==> src/rtl/vga_timing_gen.sv <==
// VGA pixel-timing generator: scan coordinates, active-video flag and sync pulses.
// Optional macro VGA_SYNC_PIPE_ALIGN_EN delays hs/vs by two clocks to match renderer colour latency.
module vga_timing_gen #(
    parameter int H_VISIBLE = 640,
    parameter int H_FP      = 16,
    parameter int H_SYNC    = 96,
    parameter int H_BP      = 48,
    parameter int V_VISIBLE = 480,
    parameter int V_FP      = 10,
    parameter int V_SYNC    = 2,
    parameter int V_BP      = 33
) (
    input  logic       vga_clk,
    input  logic       reset,
    output logic [9:0] DrawX,
    output logic [9:0] DrawY,
    output logic       hs,
    output logic       vs,
    output logic       blank,
    output logic       frame_start,
    output logic       line_start
);

    localparam int H_TOTAL = H_VISIBLE + H_FP + H_SYNC + H_BP;
    localparam int V_TOTAL = V_VISIBLE + V_FP + V_SYNC + V_BP;

    localparam logic [9:0] H_LAST   = 10'(H_TOTAL - 1);
    localparam logic [9:0] V_LAST   = 10'(V_TOTAL - 1);
    localparam logic [9:0] H_VIS    = 10'(H_VISIBLE);
    localparam logic [9:0] V_VIS    = 10'(V_VISIBLE);
    localparam logic [9:0] HS_FIRST = 10'(H_VISIBLE + H_FP);
    localparam logic [9:0] HS_LAST  = 10'(H_VISIBLE + H_FP + H_SYNC - 1);
    localparam logic [9:0] VS_FIRST = 10'(V_VISIBLE + V_FP);
    localparam logic [9:0] VS_LAST  = 10'(V_VISIBLE + V_FP + V_SYNC - 1);

    function automatic logic in_range(input logic [9:0] v, input logic [9:0] lo,
                                      input logic [9:0] hi);
        return (v >= lo) && (v <= hi);
    endfunction

    logic [9:0] hc_nxt;
    logic [9:0] vc_nxt;
    logic       hs_p0;
    logic       vs_p0;

    always_comb begin
        hc_nxt = DrawX + 10'd1;
        vc_nxt = DrawY;
        if (DrawX == H_LAST) begin
            hc_nxt = '0;
            vc_nxt = (DrawY == V_LAST) ? '0 : DrawY + 10'd1;
        end
    end

    // Stage p0: counters plus decodes of the next counter values, so flags share the cycle of DrawX/DrawY
    always_ff @(posedge vga_clk or posedge reset) begin
        if (reset) begin
            DrawX       <= '0;
            DrawY       <= '0;
            hs_p0       <= 1'b1;
            vs_p0       <= 1'b1;
            blank       <= 1'b0;
            frame_start <= 1'b0;
            line_start  <= 1'b0;
        end else begin
            DrawX       <= hc_nxt;
            DrawY       <= vc_nxt;
            hs_p0       <= ~in_range(hc_nxt, HS_FIRST, HS_LAST);
            vs_p0       <= ~in_range(vc_nxt, VS_FIRST, VS_LAST);
            blank       <= (hc_nxt < H_VIS) && (vc_nxt < V_VIS);
            frame_start <= (hc_nxt == '0) && (vc_nxt == '0);
            line_start  <= (hc_nxt == '0);
        end
    end

`ifdef VGA_SYNC_PIPE_ALIGN_EN
    logic hs_p1, vs_p1, hs_p2, vs_p2;

    // Stages p1/p2: sync delay matching ROM read plus colour output register
    always_ff @(posedge vga_clk or posedge reset) begin
        if (reset) begin
            hs_p1 <= 1'b1;
            vs_p1 <= 1'b1;
            hs_p2 <= 1'b1;
            vs_p2 <= 1'b1;
        end else begin
            hs_p1 <= hs_p0;
            vs_p1 <= vs_p0;
            hs_p2 <= hs_p1;
            vs_p2 <= vs_p1;
        end
    end

    assign hs = hs_p2;
    assign vs = vs_p2;
`else
    assign hs = hs_p0;
    assign vs = vs_p0;
`endif

endmodule

==> config.mk <==
export PLATFORM = sky130hd
export DESIGN_NAME = vga_timing_gen
export DESIGN_NICKNAME = d
export VERILOG_FILES = /design/src/rtl/vga_timing_gen.sv
export SDC_FILE = /design/constraint.sdc
export NUM_CORES = 1
export LEC_CHECK = 0
export CORE_MARGIN = 4
export CORE_UTILIZATION = 40
export CTS_CLUSTER_DIAMETER = 100
export DETAILED_ROUTE_END_ITERATION = 10
export PLACE_DENSITY_LB_ADDON = 0.05
export SYNTH_ARGS = -nofsm -noshare
export SYNTH_HDL_FRONTEND = slang
export SYNTH_SLANG_ARGS = --single-unit
==> constraint.sdc <==
create_clock -name vga_clk -period 5.8 [get_ports vga_clk]
set_input_delay 0.87 -clock vga_clk [delete_from_list [all_inputs] [get_ports vga_clk]]
set_output_delay 0.87 -clock vga_clk [all_outputs]
set_load 0.005 [all_outputs]
==> results_dict.tcl, run 1 <==
set metrics [dict create \
    swShare_pct 20.1 \
    core_area_sq_um 3440 \
    p_int_w 0.000224 \
    critPathCaptureType "flop" \
    antenna_left 0 \
    finalWirelength_um 3190 \
    layout.nets 182 \
    top_usage_layer "met1" \
    die_x_um 68.5 \
    path_max_fanout 17 \
    skew_ns 0.00294 \
    dr.pass1.iters 4 \
    cts_root_buf "clkbuf_8" \
    synthFlopType "dfrtp_1" \
    synth.distinct_cells 44 \
    wl_per_cell_um 14.4 \
    cts-buffers-inserted 3 \
    path_class "flop to flop" \
    use_met1_pct 22.3 \
    syn_area_sq_um 1460 \
    p_seq_share_pct 62.2 \
    fmax_mhz 364 \
    p_sw_w 0.0000563 \
    final_cells 221 \
    place_congestion 0.826 \
    netlist_instances 153 \
    grt_max_degree 26 \
    clock_path_buffers 2 \
    ys_warn_count 0 \
    insertion_delay_ns 0.27 \
    antennaDiodeCount 0 \
    synth_area_per_cell_sq_um 9.56 \
    port_buffers 26 \
    ir_worst_vdd_mv 0.0887 \
    start_util_pct 42.5 \
    grt_pass1_wl_um 5240 \
    ctsHtreeMaxLevel 1 \
    p_leak_nw 0.729 \
    pin_count 27 \
    post-route-min-period_ns 2.75 \
    remaining_drc_errors 0 \
    powerDensity_nw_per_um2 158 \
    cts_resized 0 \
    tightest_slew_ns 0.915 \
    grtUsageMet2_pct 21.8 \
    drt_iter0_drc 67 \
    postCtsSetupBuffers 0 \
    critPathRequiredTime_ns 5.96 \
    avgViaCountPerCell 5.33 \
    slew_headroom_pct 38.9 \
    via_count 1178 \
    clk_pin_slew_ns 0.08 \
    ys_seq_elements 25 \
    fp.dieArea_sq_um 4690 \
    hpwl_um 2450 \
    arrival_ns 2.91 \
    clock-sinks 25 \
    startpoint_type "flop" \
    fin_util_pct 51.7 \
    num_rows 21 \
    antenna_found_initial 0 \
    grt-ovfl-total 0 \
    drv_slew 0 \
    grt_pass1_vias 1074 \
    status "completed" \
    synthArstFlopShare_pct 100 \
    grt_usage_pct 14.9 \
    power_frac_comb_pct 1.4 \
    clock_power_share_pct 36.5 \
    cts_tree "done" \
    setup_violations 0 \
    drv_cap 0 \
    setup_tns_ns 0 \
    synth-edff-count 0 \
    ys_seq_area_share_pct 42.9 \
    hold_viol 0 \
    syn2layout_area_growth_pct 21.6 \
    drive_gt1_share_pct 5.71 \
    rsz0062_at_grt "false" \
    die_h_um 68.5 \
    hp-class "flop to flop" \
    met3_usage_pct 1.81 \
    ctsHoldBuffers 0 \
    finalCritPeriodShare_pct 47.3 \
    placedCellCount 217 \
    synth_fp_nets 159 \
]
power by group through the flow:
stage / sequential (W) / clock (W) / combinational (W)
floorplan: 0.000178 / 0 / 0.00000258
global placement: 0.000178 / 0 / 0.00000429
detailed placement: 0.000178 / 0 / 0.00000422
CTS: 0.000174 / 0.000108 / 0.00000435
global route: 0.000174 / 0.000114 / 0.00000466
finish: 0.000174 / 0.000102 / 0.00000386
worst paths after layout:
kind / slack (ns) / depth (start not counted) / start / end
worst max register to register: 3.05 / 7 / DrawX[0]$_DFF_PP0_ / frame_start$_DFF_PP0_
worst max-delay path: 3.05 / 7 / DrawX[0]$_DFF_PP0_ / frame_start$_DFF_PP0_
min in group asynchronous: 1.11 / 2 / reset / DrawY[9]$_DFF_PP0_
worst min-delay path: 0.54 / 1 / DrawX[0]$_DFF_PP0_ / DrawX[0]$_DFF_PP0_
worst min register to register: 0.54 / 1 / DrawX[0]$_DFF_PP0_ / DrawX[0]$_DFF_PP0_
max in group asynchronous: 4.13 / 2 / reset / DrawX[4]$_DFF_PP0_
per-stage QoR:
stage / cell area, sq um / hold slack (ns) / power [W] / worst slack, ns
after floorplan: 1460 / 0.507 / 0.000180 / 3.51
after global placement: 1730 / 0.510 / 0.000182 / 3.24
after detailed placement: 1730 / 0.527 / 0.000182 / 3.07
after CTS: 1780 / 0.543 / 0.000287 / 3.04
after global routing: 1780 / 0.586 / 0.000293 / 2.73
final: 1780 / 0.542 / 0.000280 / 3.05
cell usage in the layout (no fill, tap or decap), types with 5 or more instances in the layout:
cell	instances
o21ai_0	7
xnor2_1	8
xor2_1	7
nand2_1	11
nand3_1	7
clkdlybuf4s50_1	26
inv_1	10
nor4_1	5
nor2_1	10
dfrtp_1	23
nor3_1	5
synthesized netlist by cell type (2+ instances only):
cell	instances	area share (%)
ha_1	4	3.4
dfstp_2	2	3.6
xnor2_1	8	4.8
nand4_1	2	0.86
o21ai_0	7	2.4
clkbuf_1	4	1.0
nor4_1	5	2.1
nand3_1	7	2.4
and2_1	2	0.86
o31ai_1	2	1.0
or3_1	2	0.86
xor2_1	7	4.2
a21oi_1	3	1.0
a211oi_1	2	1.0
nor3_1	5	1.7
buf_2	2	0.68
dfrtp_1	23	39
nor3b_1	2	1.0
a31oi_1	2	0.86
nand3b_1	2	1.0
and3_1	2	0.86
nand2_1	11	2.8
inv_1	10	2.6
buf_6	2	1.5
and4_1	4	2.4
mux2_2	2	1.5
or4_1	2	1.0
a21o_1	2	1.0
nor2_1	10	2.6
layer usage:
layer | share of wire (%) | vias to the layer above
met4 | 1.3 | 0
met3 | 5.0 | 4
li1 | - | 597
met1 | 53 | 536
met5 | 0 | -
met2 | 41 | 41
registers in the layout, indices dropped and copies added (netlist names):
signal / flops
DrawX: 10
DrawY: 10
blank: 1
frame_start: 1
hs: 1
line_start: 1
vs: 1
area by class of cell:
type,instances,area [sq um]
Fill cell,330,1660
Multi-Input combinational cell,110,749
Sequential cell,25,628
Timing Repair Buffer,26,260
Tap cell,46,57.6
Clock buffer,4,45.0
Inverter,10,37.5
logic make-up (layout without fill, tap and decap cells):
group / Yosys count / after routing / synth area share (%)
simple gates: 63 / 63 / 25.1
xor+xnor: 15 / 15 / 8.98
flops: 25 / 25 / 42.9
compound gates: 25 / 25 / 11.5
fa+ha+maj: 4 / 4 / 3.42
buf+inv: 18 / 40 / 5.82
mux: 3 / 3 / 2.22
worst max-delay path, cell delays in order, from the launching register on:
cell and delay, ns:
dfrtp_1 0.43, ha_1 0.26, nand4_2 0.23, nor3_2 0.81, o21ai_0 0.26, a211oi_1 0.35
nand2_1 0.09, nor4_1 0.21
Note: power is estimated with default switching activity, not from simulation.
==> run 2: changes to the inputs <==
==> constraint.sdc (replaced) <==
create_clock -name vga_clk -period 2.62 [get_ports vga_clk]
set_input_delay 0.393 -clock vga_clk [delete_from_list [all_inputs] [get_ports vga_clk]]
set_output_delay 0.393 -clock vga_clk [all_outputs]
set_load 0.005 [all_outputs]
==> run 2 against run 1 <==
First-iteration DRC count increased by 82%; die area unchanged; register-to-register slack got worse by 2.9 ns; core utilization increased by 1.7 points; sequential power increased by 120%; highest routed layer unchanged; design area increased by 3.3%; critical path depth unchanged; wire length increased by 8.7%; hold slack got worse by 0.065 ns; maximum frequency increased by 11%; critical endpoint unchanged; largest cell class unchanged; clock power increased by 120%; worst setup slack got worse by 2.9 ns.
==> results_dict.tcl, run 2 (same netlist as run 1, synthesis figures left out) <==
set metrics [dict create \
    drt_iter0_drc 122 \
    rsz0062_at_grt "true" \
    final_cells 227 \
    antennaDiodeCount 0 \
    grt_max_degree 26 \
    dr.pass1.iters 4 \
    path_class "flop to flop" \
    post-route-min-period_ns 2.47 \
    arrival_ns 2.63 \
    finalCritPeriodShare_pct 94.1 \
    hp-class "input port to asynchronous set/reset pin" \
    fp.dieArea_sq_um 4690 \
    layout_commonest_cell "clkdlybuf4s50_1" \
    wl_met1_um 1710 \
    drive_gt1_share_pct 9.94 \
    power.total_w 0.000619 \
    critPathRequiredTime_ns 2.79 \
    ir_worst_vdd_mv 0.240 \
    powerDensity_nw_per_um2 337 \
    place_congestion 0.909 \
    grt-ovfl-total 0 \
    slowest_delay_ns 0.46 \
    remaining_drc_errors 0 \
    syn2layout_area_growth_pct 25.6 \
    ctsHtreeMaxLevel 1 \
    cpMaxStageDelayCell "nor4_1" \
    fin_util_pct 53.4 \
    start_util_pct 42.5 \
    place_area_sq_um 1780 \
    grt_pass1_vias 1148 \
    startpoint_type "flop" \
    skew_ns 0.00342 \
    path_buf_inv 0 \
    cts-buffers-inserted 3 \
    crit_chain "ha_1 > nand4_2 > nor4_1 > mux2_2 > a211oi_1 > nand2_1 > nor4_1" \
    slew_headroom_pct 66.7 \
    wl_per_cell_um 15.3 \
    core_area_sq_um 3440 \
    p_leak_nw 0.778 \
    port_buffers 26 \
    path_max_fanout 8 \
    die_x_um 68.5 \
    antenna_left 0 \
    clock_path_buffers 2 \
    insertion_delay_ns 0.26 \
    fmax_mhz 405 \
    hpwl_um 2620 \
    antenna_found_initial 0 \
    hold_viol 0 \
    grt_pass1_wl_um 5930 \
    finalInstanceArea_sq_um 1840 \
    layout.nets 188 \
    wl_met2_um 1500 \
    num_rows 21 \
    finalWirelength_um 3470 \
    grt_usage_pct 16.6 \
    cts_root_buf "clkbuf_8" \
    status "completed" \
    top_regs "DrawX: 10 flops, DrawY: 10 flops" \
    clock-sinks 25 \
    clk_pin_slew_ns 0.08 \
    cpMostUsedCell "nor4_1" \
    crit_family "simple AND/OR/NAND/NOR gates" \
    critPathCaptureType "flop" \
    top_layer_used "met4" \
    postCtsSetupBuffers 0 \
    tightest_slew_ns 0.495 \
    wl_met3_um 245 \
    cts_tree "done" \
    final_cell_mix "26 x clkdlybuf4s50_1, 23 x dfrtp_1, 11 x nand2_1" \
    setup_tns_ns 0 \
    via_count 1244 \
    die_h_um 68.5 \
    avgViaCountPerCell 5.48 \
    placedCellCount 223 \
    fill_cells 321 \
    setup_violations 0 \
    ctsHoldBuffers 0 \
    drv_cap 0 \
    pin_count 27 \
    drv_slew 0 \
]
## run 2: final cells by class
type                            instances  area, sq um  share of cell area (%)
Timing Repair Buffer                   32          305                    16.6
Inverter                               10         37.5                    2.04
Sequential cell                        25          628                    34.2
Tap cell                               46         57.6                    3.13
Clock buffer                            4         45.0                    2.45
Multi-Input combinational cell        110          763                    41.6
## run 2: routing by layer
layer,GRT usage [%],vias up
met5,0,-
met4,3.97,0
met3,1.97,2
met2,22.3,53
met1,27.4,585
li1,-,604
## run 2: per-stage QoR
stage | setup WS, ns | hold WS [ns]
6_report | 0.153 | 0.477
5_1_grt | -0.0311 | 0.491
4_1_cts | 0.103 | 0.491
3_5_place_dp | 0.134 | 0.520
3_3_place_gp | 0.195 | 0.503
2_1_floorplan | 0.330 | 0.419
## run 2: path summary, 6_finish.rpt
check	start	endpoint	slack [ns]	cells after the start
max in group asynchronous	reset	vs$_DFF_PP1_	1.86	3
min in group vga_clk	DrawX[0]$_DFF_PP0_	DrawX[0]$_DFF_PP0_	0.53	1
min reg2reg	DrawX[0]$_DFF_PP0_	DrawX[0]$_DFF_PP0_	0.53	1
min	reset	DrawX[9]$_DFF_PP0_	0.48	3
max	DrawX[0]$_DFF_PP0_	frame_start$_DFF_PP0_	0.15	7
max reg2reg	DrawX[0]$_DFF_PP0_	frame_start$_DFF_PP0_	0.15	7
## run 2: power by group
group / internal, W / total, W / switching, W
sequential: 0.000386 / 0.000386 / 0
combinational: 0.00000239 / 0.00000977 / 0.00000738
clock: 0.000108 / 0.000223 / 0.000115
total: 0.000496 / 0.000619 / 0.000122
## run 2: what timing repair did
action | CTS | global route
endpoints found under the hold margin | 0 | 0
gates resized for setup | 0 | 3
setup endpoints to repair | 0 | 3
## run 2: worst min-delay path, cell delays in order
cell and delay [ns]:
clkdlybuf4s50_1 0.40, inv_1 0.05, buf_4 0.30
==> run 3: changes to the inputs <==
--- a/config.mk
+++ b/config.mk
@@ -5,8 +5,11 @@
 export SDC_FILE = /design/constraint.sdc
 export NUM_CORES = 1
 export LEC_CHECK = 0
+export CAP_MARGIN = 20
+export CELL_PAD_IN_SITES_DETAIL_PLACEMENT = 2
+export CELL_PAD_IN_SITES_GLOBAL_PLACEMENT = 2
 export CORE_MARGIN = 4
-export CORE_UTILIZATION = 40
+export CORE_UTILIZATION = 32
 export CTS_CLUSTER_DIAMETER = 100
 export DETAILED_ROUTE_END_ITERATION = 10
 export PLACE_DENSITY_LB_ADDON = 0.05
==> run 3 against run 2 <==
Sequential share of layout area down 1.0 points; combinational power grew 6%; register-to-register slack gained 0.08 ns; critical endpoint unchanged; sequential cell count unchanged; wire length up 34%; die area increased by 22%; design area rose by 3.0%; first-iteration DRC count down 43%; clock power rose by 9%; clock skew is essentially flat; maximum frequency is 3.5% higher; core utilization is 10 points lower.
==> results_dict.tcl, run 3 (same netlist as run 1, synthesis figures left out) <==
set metrics [dict create \
    rsz0062_at_grt "false" \
    port_buffers 26 \
    drt_iter0_drc 69 \
    setup_violations 0 \
    clock_power_share_pct 37.9 \
    status "completed" \
    dr.pass1.iters 4 \
    powerDensity_nw_per_um2 337 \
    finalWirelength_um 4640 \
    skew_ns 0.00302 \
    start_util_pct 33.4 \
    antenna_found_initial 0 \
    startpoint_type "flop" \
    setup_tns_ns 0 \
    hp-class "input port to asynchronous set/reset pin" \
    power_frac_comb_pct 1.6 \
    final_cell_mix "26 x clkdlybuf4s50_1, 23 x dfrtp_1, 11 x nand2_1, 11 x buf_4, 10 x inv_1" \
    avgViaCountPerCell 5.47 \
    p_sw_w 0.000143 \
    finalCritPeriodShare_pct 91.0 \
    wl_per_cell_um 19.5 \
    die_h_um 75.6 \
    grt_pass1_vias 1403 \
    tightest_slew_ns 0.476 \
    critPathCaptureType "flop" \
    remaining_drc_errors 0 \
    core_area_sq_um 4380 \
    swShare_pct 22.5 \
    ctsHoldBuffers 0 \
    clk_pin_slew_ns 0.10 \
    grt_max_degree 26 \
    drive_gt1_share_pct 14.5 \
    place_congestion 0.811 \
    via_count 1301 \
    cts_root_buf "clkbuf_8" \
    cts-buffers-inserted 3 \
    cts_tree "done" \
    fp.dieArea_sq_um 5720 \
    p_seq_share_pct 60.4 \
    fill_cells 471 \
    antennaDiodeCount 0 \
    p_int_w 0.000495 \
    regArea_sq_um 628 \
    fmax_mhz 420 \
    power.total_w 0.000638 \
    layout_commonest_cell "clkdlybuf4s50_1" \
    die_x_um 75.6 \
    hold_viol 0 \
    top_regs "DrawX: 10 flops, DrawY: 10 flops" \
    syn2layout_area_growth_pct 29.3 \
    pin_count 27 \
    slew_headroom_pct 68.0 \
    clock_path_buffers 2 \
    path_max_fanout 7 \
    antenna_left 0 \
    num_rows 24 \
    ctsHtreeMaxLevel 1 \
    grt_pass1_wl_um 7670 \
    multi_input_area_sq_um 772 \
    place_area_sq_um 1820 \
    grt-ovfl-total 0 \
    drv_cap 0 \
    drv_slew 0 \
    critPathRequiredTime_ns 2.79 \
    layout.nets 193 \
    path_class "flop to flop" \
    hold_ws_ns 0.480 \
    arrival_ns 2.56 \
    hpwl_um 3400 \
    finalInstanceArea_sq_um 1890 \
    grt_usage_pct 18.0 \
    insertion_delay_ns 0.27 \
    fin_util_pct 43.2 \
    p_leak_nw 0.791 \
    ir_worst_vdd_mv 0.154 \
    post-route-min-period_ns 2.38 \
    clock-sinks 25 \
]
run 3: routing by layer:
| metal | vias up | routed length (um) | global-route usage [%] |
|---|---|---|---|
| li1 | 613 | - | - |
| met1 | 651 | 2310 | 27.6 |
| met2 | 31 | 2110 | 26.8 |
| met3 | 6 | 175 | 1.85 |
| met4 | 0 | 44 | 4.47 |
| met5 | - | 0 | 0 |
run 3: metrics by stage:
| stage | worst slack (ns) | std cells |
|---|---|---|
| after floorplan | 0.330 | 153 |
| after global placement | 0.216 | 234 |
| after detailed placement | 0.107 | 234 |
| after CTS | 0.106 | 238 |
| after global routing | 0.0189 | 238 |
| final | 0.237 | 238 |
run 3: area by class of cell:
| type | count | share of cell area [%] |
|---|---|---|
| clock buffers | 3 | 2.18 |
| repair buffers | 37 | 18.1 |
| well taps | 52 | 3.44 |
| inverters | 10 | 1.98 |
| flip-flops and latches | 25 | 33.2 |
| multi-input cells | 110 | 40.8 |
| clock inverters | 1 | 0.265 |
run 3: path summary, 6_finish.rpt:
| check | startpoint | endpoint | slack (ns) | cells past startpoint |
|---|---|---|---|---|
| worst min register to register | DrawX[0]$_DFF_PP0_ | DrawX[0]$_DFF_PP0_ | 0.54 | 1 |
| min in group vga_clk | DrawX[0]$_DFF_PP0_ | DrawX[0]$_DFF_PP0_ | 0.54 | 1 |
| max in group asynchronous | reset | vs$_DFF_PP1_ | 1.84 | 3 |
| worst max-delay path | DrawX[0]$_DFF_PP0_ | frame_start$_DFF_PP0_ | 0.24 | 8 |
| worst min-delay path | reset | blank$_DFF_PP0_ | 0.48 | 3 |
| worst max register to register | DrawX[0]$_DFF_PP0_ | frame_start$_DFF_PP0_ | 0.24 | 8 |
run 3: power groups by stage:
| stage | Combinational, W | Sequential, W | Clock [W] |
|---|---|---|---|
| 2_1_floorplan | 0.00000571 | 0.000393 | 0 |
| 3_3_place_gp | 0.0000110 | 0.000393 | 0 |
| 3_5_place_dp | 0.0000113 | 0.000393 | 0 |
| 4_1_cts | 0.0000114 | 0.000386 | 0.000247 |
| 5_1_grt | 0.0000124 | 0.000386 | 0.000264 |
| 6_report | 0.0000104 | 0.000386 | 0.000242 |
run 3: critical path: stages (launching register included):
cell and delay, ns:
dfrtp_1 0.44, ha_2 0.26, nand4_2 0.11, buf_4 0.19, nor4_2 0.34, mux2_2 0.39
a211oi_1 0.26, nand2_1 0.10, nor4_1 0.20
run 3: repair_timing:
item / 4_1_cts / 5_1_grt
setup endpoints to repair: 0 / 3
setup buffers: 0 / 0
gates resized for setup: 0 / 5
